$ cat src/rtl/pipe_stage_reg.sv
// Pipeline stage register: DW-bit payload, valid/ready handshake, 2-entry skid, flush to bubble.
// Optional back-pressure counter on stall_cnt_o when PIPE_STALL_CNT_EN is defined.
module pipe_stage_reg #(
   parameter int unsigned        DW        = 32,
   parameter logic [DW-1:0]      NOP_VALUE = DW'(32'h00000013)
) (
   input  logic          clk,
   input  logic          rst,
   input  logic          flush_i,
   input  logic          in_valid_i,
   input  logic [DW-1:0] in_data_i,
   output logic          in_ready_o,
   output logic          out_valid_o,
   output logic [DW-1:0] out_data_o,
   input  logic          out_ready_i,
   output logic [31:0]   stall_cnt_o
);

   // Handshake: a beat moves on a rising edge when valid and ready are both high
   // at that edge. Valid never depends on ready, and out_data_o is held stable
   // while out_valid_o=1 and out_ready_i=0.
   logic          skid_valid;
   logic [DW-1:0] skid_data;
   logic          push;
   logic          pop;
   logic          main_free;

   assign in_ready_o = ~skid_valid;
   assign push       = in_valid_i & in_ready_o;
   assign pop        = out_valid_o & out_ready_i;
   assign main_free  = ~out_valid_o | pop;

   always_ff @(posedge clk or negedge rst) begin
      if (!rst) begin
         out_valid_o <= 1'b0;
         out_data_o  <= NOP_VALUE;
         skid_valid  <= 1'b0;
         skid_data   <= NOP_VALUE;
      end else if (flush_i) begin
         out_valid_o <= 1'b0;
         out_data_o  <= NOP_VALUE;
         skid_valid  <= 1'b0;
         skid_data   <= NOP_VALUE;
      end else if (main_free) begin
         if (skid_valid) begin
            // in_ready_o was low, so no push can compete with the skid refill
            out_valid_o <= 1'b1;
            out_data_o  <= skid_data;
            skid_valid  <= 1'b0;
            skid_data   <= NOP_VALUE;
         end else if (push) begin
            out_valid_o <= 1'b1;
            out_data_o  <= in_data_i;
         end else begin
            out_valid_o <= 1'b0;
            out_data_o  <= NOP_VALUE;
         end
      end else if (push) begin
         skid_valid <= 1'b1;
         skid_data  <= in_data_i;
      end
   end

`ifdef PIPE_STALL_CNT_EN
   logic [31:0] stall_cnt;

   always_ff @(posedge clk or negedge rst) begin
      if (!rst) begin
         stall_cnt <= 32'h0;
      end else if (out_valid_o && !out_ready_i && !flush_i && (stall_cnt != 32'hFFFF_FFFF)) begin
         stall_cnt <= stall_cnt + 32'h1;
      end
   end

   assign stall_cnt_o = stall_cnt;
`else
   assign stall_cnt_o = 32'h0;
`endif

   a_skid_implies_main: assert property (@(posedge clk) disable iff (!rst) skid_valid |-> out_valid_o);

endmodule
$ cat config.mk
export PLATFORM = sky130hd
export DESIGN_NAME = pipe_stage_reg
export DESIGN_NICKNAME = d
export VERILOG_FILES = /design/src/rtl/pipe_stage_reg.sv
export SDC_FILE = /design/constraint.sdc
export NUM_CORES = 1
export LEC_CHECK = 0
export BUFFER_PORTS_ARGS = -buffer_cell sky130_fd_sc_hd__buf_2
export CAP_MARGIN = 15
export CORE_MARGIN = 5
export CORE_UTILIZATION = 52
export CTS_BUF_LIST = sky130_fd_sc_hd__clkbuf_4 sky130_fd_sc_hd__clkbuf_8
export DETAILED_ROUTE_END_ITERATION = 8
export PLACE_DENSITY_LB_ADDON = 0.12
export SYNTH_ARGS = -nofsm -noshare
export SYNTH_HDL_FRONTEND = slang
export SYNTH_SLANG_ARGS = --single-unit
$ cat constraint.sdc
create_clock -name clk -period 1.48 [get_ports clk]
set_input_delay 0.296 -clock clk [delete_from_list [all_inputs] [get_ports clk]]
set_output_delay 0.296 -clock clk [all_outputs]
set_load 0.05 [all_outputs]
==> results of run 1 <==
[repair_timing]
item                       4_1_cts  5_1_grt
hold endpoints to repair        16        0
setup endpoints to repair       25       19
gates resized for setup          6        1
setup buffers                    0        0
pin swaps                        0        1
cloned                           0        0
hold buffers                     1        0
[per-layer routing]
| metal | up-vias | GRT usage [%] |
|---|---|---|
| li1 | 1124 | - |
| met3 | 5 | 5.20 |
| met2 | 82 | 30.5 |
| met1 | 1166 | 26.2 |
| met5 | - | 0 |
| met4 | 0 | 6.83 |
[flip-flops by register name (all words and copies together), names as in the netlist]
| register | count |
|---|---|
| out_data_o | 32 |
| out_valid_o | 1 |
| skid_data | 32 |
| skid_valid | 1 |
[where the power goes]
group	leakage, uW	internal [uW]	switching, uW
Combinational	0.000937	189	557
Clock	0.000106	963	756
Sequential	0.000880	1870	37.9
Total	0.00192	3020	1350
[worst min-delay path by stage]
stage	end	start	cells after the start	slack, ns
after global placement	skid_data[11]$_DFFE_PN0P_	rst	1	0.26
after CTS	skid_data[20]$_DFFE_PN0P_	in_data_i[20]	2	0.17
after floorplan	out_data_o[10]$_DFFE_PN0N_	rst	0	0.0004
after global routing	skid_data[23]$_DFFE_PN0P_	in_data_i[23]	2	0.18
final	skid_data[20]$_DFFE_PN0P_	in_data_i[20]	2	0.18
after detailed placement	skid_data[11]$_DFFE_PN0P_	rst	1	0.26
[synth_stat cells]
cell type,count
nor4bb_4,1
clkbuf_1,4
and2_1,1
conb_1,1
nand2_1,54
dfrtp_1,60
nor3b_2,1
o21ai_0,26
nand2b_4,1
nor2b_1,1
nor2b_2,1
nand2b_1,1
nor3b_1,3
dfstp_2,6
buf_6,5
buf_2,11
a2bb2oi_1,3
nor2_1,1
inv_1,4
a211oi_4,1
o21ai_1,9
a22oi_1,5
nor3_1,1
a22o_1,53
a21oi_1,4
buf_4,34
nor2_2,1
[cell type report]
type	count	area [um^2]	share of cell area (%)
clock buffers	9	124	3.29
clock inverters	7	101	2.69
inverters	4	17.5	0.465
multi-input cells	200	1190	31.7
flip-flops and latches	66	1660	44.1
well taps	75	93.8	2.49
repair buffers	89	572	15.2
[kinds of logic after synthesis]
kind of cell / share of synthesized area, %
buffers and inverters: 12.7
flip-flops: 53.1
other: 0.120
AND/OR/NAND/NOR: 10.2
AO/OA/AOI/OAI: 23.8
[stage by stage]
step / cells / hold WS [ns]
6_report: 450 / 0.182
5_1_grt: 450 / 0.177
4_1_cts: 450 / 0.174
3_5_place_dp: 433 / 0.257
3_3_place_gp: 433 / 0.258
2_1_floorplan: 324 / 0.000409
==> results.txt, run 1 <==
met1 wire length = 3100 um
r2r setup slk = 0.08 ns
global placer's final weighted congestion = 0.819
most common cell after layout, fill and taps aside = buf_2
reg2reg end = skid_data[14]$_DFFE_PN0P_
crit path from = out_data_o[0]$_DFFE_PN1N_
path type of the worst setup path = flop to output pin
Slew @ Worst Pin = 0.591 ns
Via density = 5.28
Area contributors post-synth = dfrtp_1 (48%), a22o_1 (15%), buf_4 (8.2%)
Register-to-Register Path Depth = 5
RR Startpoint = out_valid_o$_DFFE_PN0N_
area delta synth->final = 20.6%
pre-CTS setup slack = -0.149 ns
setup_tns = 0 ns
slew margin rel. = 60.5%
Horiz. Die Dim = 87.5 um
status = completed
Num CTS Buffers = 9
first drt pass iteration count = 4
die area = 7650 um^2
PnR worst setup slack = 0.0437 ns
Core Region = 5890 um^2
cell area after synthesis = 3120 um^2
diode count = 0
Synth Warn # = 0
CTS clk-pin slew, worst paths = 0.08 ns
path category of the worst min-delay check = input pin to flop
Cell Area, Placed = 3510 um^2
largest net degree at the start of global routing = 49
Worst path slowest cell = dfstp_2
leading cell types in the layout, fill and taps excluded = buf_2 (69), dfrtp_1 (58), nand2_1 (54)
Synth area leader = dfrtp_1
Top Metal Used = met4
final WL = 7140 um
DRC viols = 0
Congestion Overflow GR = 0
LEAKAGE = 0.00192 uW
max_cap viols = 0
post-synth cell types = 27
port bufs = 70
Tmin final = 1.44 ns
initial antenna violation count = 0
dpl hpwl = 4850 um
Total GRT Usage = 19.5%
global-route wire length before repair = 11500 um
CTS sink count = 66
Filler Cell Count = 491
WL/cell = 15.9 um
worst skew pair latency = 0.34 ns
final hold violations = 0
Worst Skew = 0.0101 ns
maximum VDD drop = 0.661 mV
worst-path fanout max = 2
number of cell rows = 28
startpoint class of the critical path = flop
Setup crit end kind = output pin
Mapped Cells = 293
Seq/Total Area, Yosys = 53.1%
post-route cell area = 3760 um^2
drt initial violations = 90
Worst EP arrival = 1.14 ns
crit path cell chain = buf_2
Setup crit end = out_data_o[0]
met2 WL = 3440 um
RSZ-0062 raised after global routing = false
Root Driver = clkbuf_8
Final nets = 407
post-layout util = 63.9%
Starting Density = 53.0%
crit path buf inv count = 1
Tot Pwr = 4380 uW
met3 WL = 549 um
Die H = 87.5 um
fmax = 0.696 GHz
ratio of cells with drive above 1 in the final layout = 31.7%
antenna viol nets, final = 0
Ports = 103
pwr/cell area = 1160 nW/um^2
Top delay family on crit path = flip-flops
CTS max path bufs = 2
synthesized flop and latch total = 66
final setup fails = 0
H-tree depth = 3
Pins Over Slew Limit = 0
vias in the first global route = 2338
fin crit share = 97.0%
Crit path required time = 1.18 ns
syn_area_per_cell = 10.7 um^2
DR vias = 2377
CTS tree = done
Yosys top cell area share = 48.1%
CP peak stage delay = 0.55 ns
stages on the worst setup path = 1
Power figures use the tool's default switching activity.
==> run 2: changes to the inputs <==
- CTS_CLUSTER_SIZE: default -> 14
- GPL_TIMING_DRIVEN: default -> 0
==> run 2 against run 1 <==
Compared with the run above:
- cell count up 9.1%
- clock skew decreased by 0.0012 ns
- non-clock buffer count rose by 41
- fmax decreased by 1.7%
- first-iteration DRC count grew 63%
- worst setup slack got worse by 0.025 ns
- core utilization up 5.3 points
- largest cell class unchanged
==> results.txt, run 2 (synthesized netlist as in run 1, its figures left out) <==
final setup fails = 0 (unchanged)
Starting Density = 53.0% (unchanged)
Core Region = 5890 um^2 (unchanged)
ratio of cells with drive above 1 in the final layout = 38.2% (+6.5 points)
vias in the first global route = 2457 (+5.1%)
diode count = 0 (unchanged)
path category of the worst min-delay check = input pin to asynchronous set/reset pin
Total GRT Usage = 20.7% (+1.1 points)
area delta synth->final = 30.5%
die area = 7650 um^2 (unchanged)
worst-path fanout max = 7 (+5)
Pins Over Slew Limit = 0 (unchanged)
Setup crit end kind = output pin
Inst Count DP = 468 (+8.1%)
worst-case hold slack = 0.0522 ns (-0.130 ns)
Ports = 103 (unchanged)
Slew @ Worst Pin = 0.810 ns (+0.218 ns)
WL/cell = 15.7 um (-0.95%)
max_cap viols = 0 (unchanged)
drt initial violations = 147 (+63%)
number of cell rows = 28 (unchanged)
CTS tree = done
gr busiest metal = met2
Cell Area, Placed = 3680 um^2 (+5.0%)
CTS clk-pin slew, worst paths = 0.08 ns (about the same)
DRC viols = 0 (unchanged)
leading cell types in the layout, fill and taps excluded = buf_2 (76), dfrtp_1 (59), nand2_1 (54)
RSZ-0062 raised after global routing = true
CTS max path bufs = 2 (unchanged)
fin crit share = 98.7% (+1.7 points)
final hold violations = 0 (unchanged)
post-route cell area = 4070 um^2 (+8.2%)
worst skew pair latency = 0.35 ns (about the same)
path type of the worst setup path = flop to output pin
fin cells = 491 (+9.1%)
CTS sink count = 66 (unchanged)
Root Driver = clkbuf_8
grt met3 use = 4.26% (-0.95 points)
setup_tns = 0 ns (unchanged)
Tmin final = 1.46 ns (+0.0251 ns)
slew margin rel. = 46.0% (-14 points)
most common cell after layout, fill and taps aside = buf_2
Crit path required time = 1.18 ns (about the same)
Congestion Overflow GR = 0 (unchanged)
global placer's final weighted congestion = 0.802 (-2.0%)
startpoint class of the critical path = flop
post-layout util = 69.2% (+5.3 points)
Horiz. Die Dim = 87.5 um (unchanged)
Worst EP arrival = 1.17 ns (+0.03 ns)
met2 Usage GRT = 31.8% (+1.4 points)
cts hold-fix bufs = 0 (-1)
pwr/cell area = 1170 nW/um^2 (+0.37%)
largest net degree at the start of global routing = 67 (+37%)
met1 GRT Util = 28.3% (+2.1 points)
maximum VDD drop = 0.740 mV (+12%)
Worst Skew = 0.00887 ns (-0.00120 ns)
port bufs = 69 (-1.4%)
LEAKAGE = 0.00216 uW (+12%)
dpl hpwl = 5300 um (+9.3%)
status = completed
antenna viol nets, final = 0 (unchanged)
top flop regs = out_data_o x32, skid_data x32
Via density = 5.14 (-2.7%)
fmax = 0.684 GHz (-1.7%)
H-tree depth = 3 (unchanged)
Final nets = 448 (+10%)
Die H = 87.5 um (unchanged)
initial antenna violation count = 0 (unchanged)
Num CTS Buffers = 9 (unchanged)
global-route wire length before repair = 12200 um (+6.3%)
final WL = 7720 um (+8.1%)
first drt pass iteration count = 4 (unchanged)
DR vias = 2524 (+6.2%)
-- run 2: cell count changes in the layout (fill, tap and decap cells not counted), moves of 3 or more --
cell      previous run  this run
buf_12               5         2
buf_2               69        76
buf_4               12        42
buf_6                1         6
clkbuf_1             0         3
-- run 2: worst paths after layout --
check	startpoint	endpoint	slack, ns	depth (start not counted)
min in group clk	in_data_i[16]	skid_data[16]$_DFFE_PN0P_	0.18	2
setup reg to reg	skid_valid$_DFFE_PN0P_	skid_data[18]$_DFFE_PN0P_	0.04	5
setup / recovery	skid_valid$_DFFE_PN0P_	in_ready_o	0.02	4
max in group asynchronous	rst	out_valid_o$_DFFE_PN0N_	0.86	1
hold / removal	rst	skid_data[17]$_DFFE_PN0P_	0.05	1
hold reg to reg	skid_data[4]$_DFFE_PN1P_	skid_data[4]$_DFFE_PN1P_	0.47	2
-- run 2: power breakdown --
part	internal (uW)	switching, uW	total (uW)
Clock	1290	735	2020
Combinational	243	572	816
Sequential	1870	39.1	1910
-- run 2: layout make-up --
type                    instances  area (um^2)
clock buffers                   9          124
well taps                      75         93.8
flip-flops and latches         66         1660
fillers                       490         1810
repair buffers                 77          423
inverters                       4         27.5
multi-input cells             200         1200
plain buffers                  53          399
clock inverters                 7          141
-- run 2: through the flow --
stage | total power (uW) | worst slack [ns]
after CTS | 4740 | -0.0367
after detailed placement | 2730 | -0.0877
after global routing | 4900 | -0.0397
after floorplan | 2530 | 0.0395
final | 4750 | 0.0185
after global placement | 2720 | -0.285
-- run 2: worst max-delay path, cell delays in order, from the launching register on --
cell and delay (ns):
dfrtp_1 0.37, buf_6 0.15, buf_12 0.14, clkinv_8 0.04, buf_12 0.12
-- run 2: layer usage --
layer / vias to the layer above / part of all wire (%)
met4: 0 / 1.3
li1: 1206 / -
met1: 1218 / 43
met5: - / 0
met2: 91 / 48
met3: 9 / 6.9
-- run 2: what timing repair did --
item	CTS	global route
buffers inserted	0	8
pin swaps	0	6
resized for setup	10	10
gates cloned	0	0
setup endpoints to repair	13	50
==> run 3: changes to the inputs <==
- CORE_UTILIZATION: 52 -> 40
==> run 3 against run 2 <==
Compared with the run above:
- non-clock buffer count is 1 higher
- clock skew rose by 0.0035 ns
- first-iteration DRC count increased by 2.7%
- count of clock-buffer cells in the layout is the same
- final area decreased by 0.52%
- wire length increased by 2.0%
- cell count grew 5.7%
- total power fell by 6.4%
- worst hold slack worse by 0.012 ns
- core utilization fell by 16 points
- highest routed layer is now met5
==> results.txt, run 3 (synthesized netlist as in run 1, its figures left out) <==
RR Startpoint = skid_valid$_DFFE_PN0P_
diode count = 0 (unchanged)
port bufs = 69 (unchanged)
first drt pass iteration count = 4 (unchanged)
area delta synth->final = 29.8%
PnR worst setup slack = 0.0327 ns (+0.0142 ns)
pre-CTS setup slack = -0.0928 ns (-0.00509 ns)
worst-path fanout max = 5 (-2)
Num CTS Buffers = 9 (unchanged)
Worst path slowest cell = dfrtp_1
critical path's most frequent cell = buf_8
Worst Skew = 0.0123 ns (+0.00346 ns)
Register-to-Register Path Depth = 5 (unchanged)
fmax = 0.691 GHz (+0.98%)
path type of the worst setup path = flop to output pin
Pins Over Slew Limit = 0 (unchanged)
Congestion Overflow GR = 0 (unchanged)
WL/cell = 15.2 um (-3.5%)
Horiz. Die Dim = 98.3 um (+12%)
dpl hpwl = 5420 um (+2.3%)
startpoint class of the critical path = flop
number of cell rows = 32 (+14%)
Via density = 4.82 (-6.3%)
initial antenna violation count = 1 (+1)
Total GRT Usage = 16.8% (-3.9 points)
DR vias = 2500 (-0.95%)
ratio of cells with drive above 1 in the final layout = 38.6% (+0.39 points)
die area = 9670 um^2 (+26%)
pwr/cell area = 1100 nW/um^2 (-5.9%)
drt initial violations = 151 (+2.7%)
crit path from = skid_valid$_DFFE_PN0P_
H-tree depth = 3 (unchanged)
status = completed
Tot Pwr = 4450 uW (-6.4%)
fin crit share = 97.8% (-0.96 points)
final hold violations = 0 (unchanged)
Root Driver = clkbuf_8
worst-case hold slack = 0.0406 ns (-0.0116 ns)
final setup fails = 0 (unchanged)
CTS max path bufs = 2 (unchanged)
post-layout util = 53.0% (-16 points)
Setup crit end = in_ready_o
worst skew pair latency = 0.34 ns (about the same)
RSZ-0062 raised after global routing = true
maximum VDD drop = 0.540 mV (-27%)
antenna viol nets, final = 0 (unchanged)
vias in the first global route = 2529 (+2.9%)
CTS sink count = 66 (unchanged)
Filler Cell Count = 730 (+49%)
CTS tree = done
Starting Density = 40.8% (-12 points)
Final nets = 449 (+0.22%)
largest net degree at the start of global routing = 67 (unchanged)
CP peak stage delay = 0.38 ns (about the same)
max_cap viols = 0 (unchanged)
Tmin final = 1.45 ns (-0.0142 ns)
setup_tns = 0 ns (unchanged)
final WL = 7880 um (+2.0%)
Slew @ Worst Pin = 0.849 ns (+0.0392 ns)
path category of the worst min-delay check = input pin to asynchronous set/reset pin
Core Region = 7650 um^2 (+30%)
Setup crit end kind = output pin
r2r setup slk = 0.05 ns (about the same)
most common cell after layout, fill and taps aside = buf_2
top flop regs = out_data_o x32, skid_data x32
Ports = 103 (unchanged)
DRC viols = 0 (unchanged)
Worst EP arrival = 1.15 ns (-0.02 ns)
global placer's final weighted congestion = 0.729 (-9.1%)
area occupied by multi-input gates = 1200 um^2 (-0.62%)
LEAKAGE = 0.00214 uW (-0.69%)
crit path cell chain = buf_6 -> buf_8 -> inv_8 -> buf_8
slew margin rel. = 43.4% (-2.6 points)
reg2reg end = skid_data[13]$_DFFE_PN0P_
leading cell types in the layout, fill and taps excluded = buf_2 (75), dfrtp_1 (59), nand2_1 (54)
Die H = 98.3 um (+12%)
Crit path required time = 1.18 ns (about the same)
global-route wire length before repair = 13000 um (+6.7%)
CTS clk-pin slew, worst paths = 0.08 ns (about the same)
register area = 1660 um^2 (unchanged)
==> run 3: cell count changes in the layout (fill, tap and decap cells not counted), sizes merged <==
cell    before  now
inv          3    5
clkbuf      13   14
bufinv       4    2
==> run 3: report_power, final <==
part           leakage [uW]  total (uW)  switching (uW)  internal, uW
registers          0.000882        1910            36.6          1870
clock network      0.000110        1730             766           963
logic               0.00115         808             569           239
==> run 3: routing by layer <==
layer	GRT usage, %	vias to the layer above	wire, um
li1	-	1208	-
met5	0	-	18
met1	22.6	1206	3530
met4	5.99	2	98
met3	4.79	9	478
met2	25.9	75	3750
==> run 3: repair_timing <==
item	in CTS	in global routing
resized for setup	10	12
pin swaps	0	5
buffers inserted	4	4
hold buffers	0	0
endpoints found under the setup margin	20	50
==> run 3: worst min-delay path by stage <==
stage	start	to	cells after the start
final	rst	out_data_o[11]$_DFFE_PN0N_	1
after global routing	rst	out_data_o[11]$_DFFE_PN0N_	1
after CTS	rst	out_data_o[18]$_DFFE_PN0N_	1
after detailed placement	skid_data[4]$_DFFE_PN1P_	skid_data[4]$_DFFE_PN1P_	2
after global placement	skid_data[4]$_DFFE_PN1P_	skid_data[4]$_DFFE_PN1P_	2
after floorplan	rst	out_data_o[10]$_DFFE_PN0N_	0
==> run 3: metrics by stage <==
stage,instances,cell area [um^2]
floorplan,324,3240
global placement,495,3710
detailed placement,495,3710
CTS,515,4000
global route,519,4050
finish,519,4050
==> run 3: cell type report <==
type,count,area share [%]
clock inverters,7,2.53
repair buffers,77,10.3
plain buffers,54,9.88
inverters,4,0.556
flip-flops and latches,66,41.0
multi-input cells,200,29.5
well taps,102,3.15
clock buffers,9,3.06
==> run 3: critical path, delay by kind of cell (launching register included) <==
kind / cells / cell delay [ns]
buffers and inverters: 4 / 0.45
DFF: 1 / 0.38
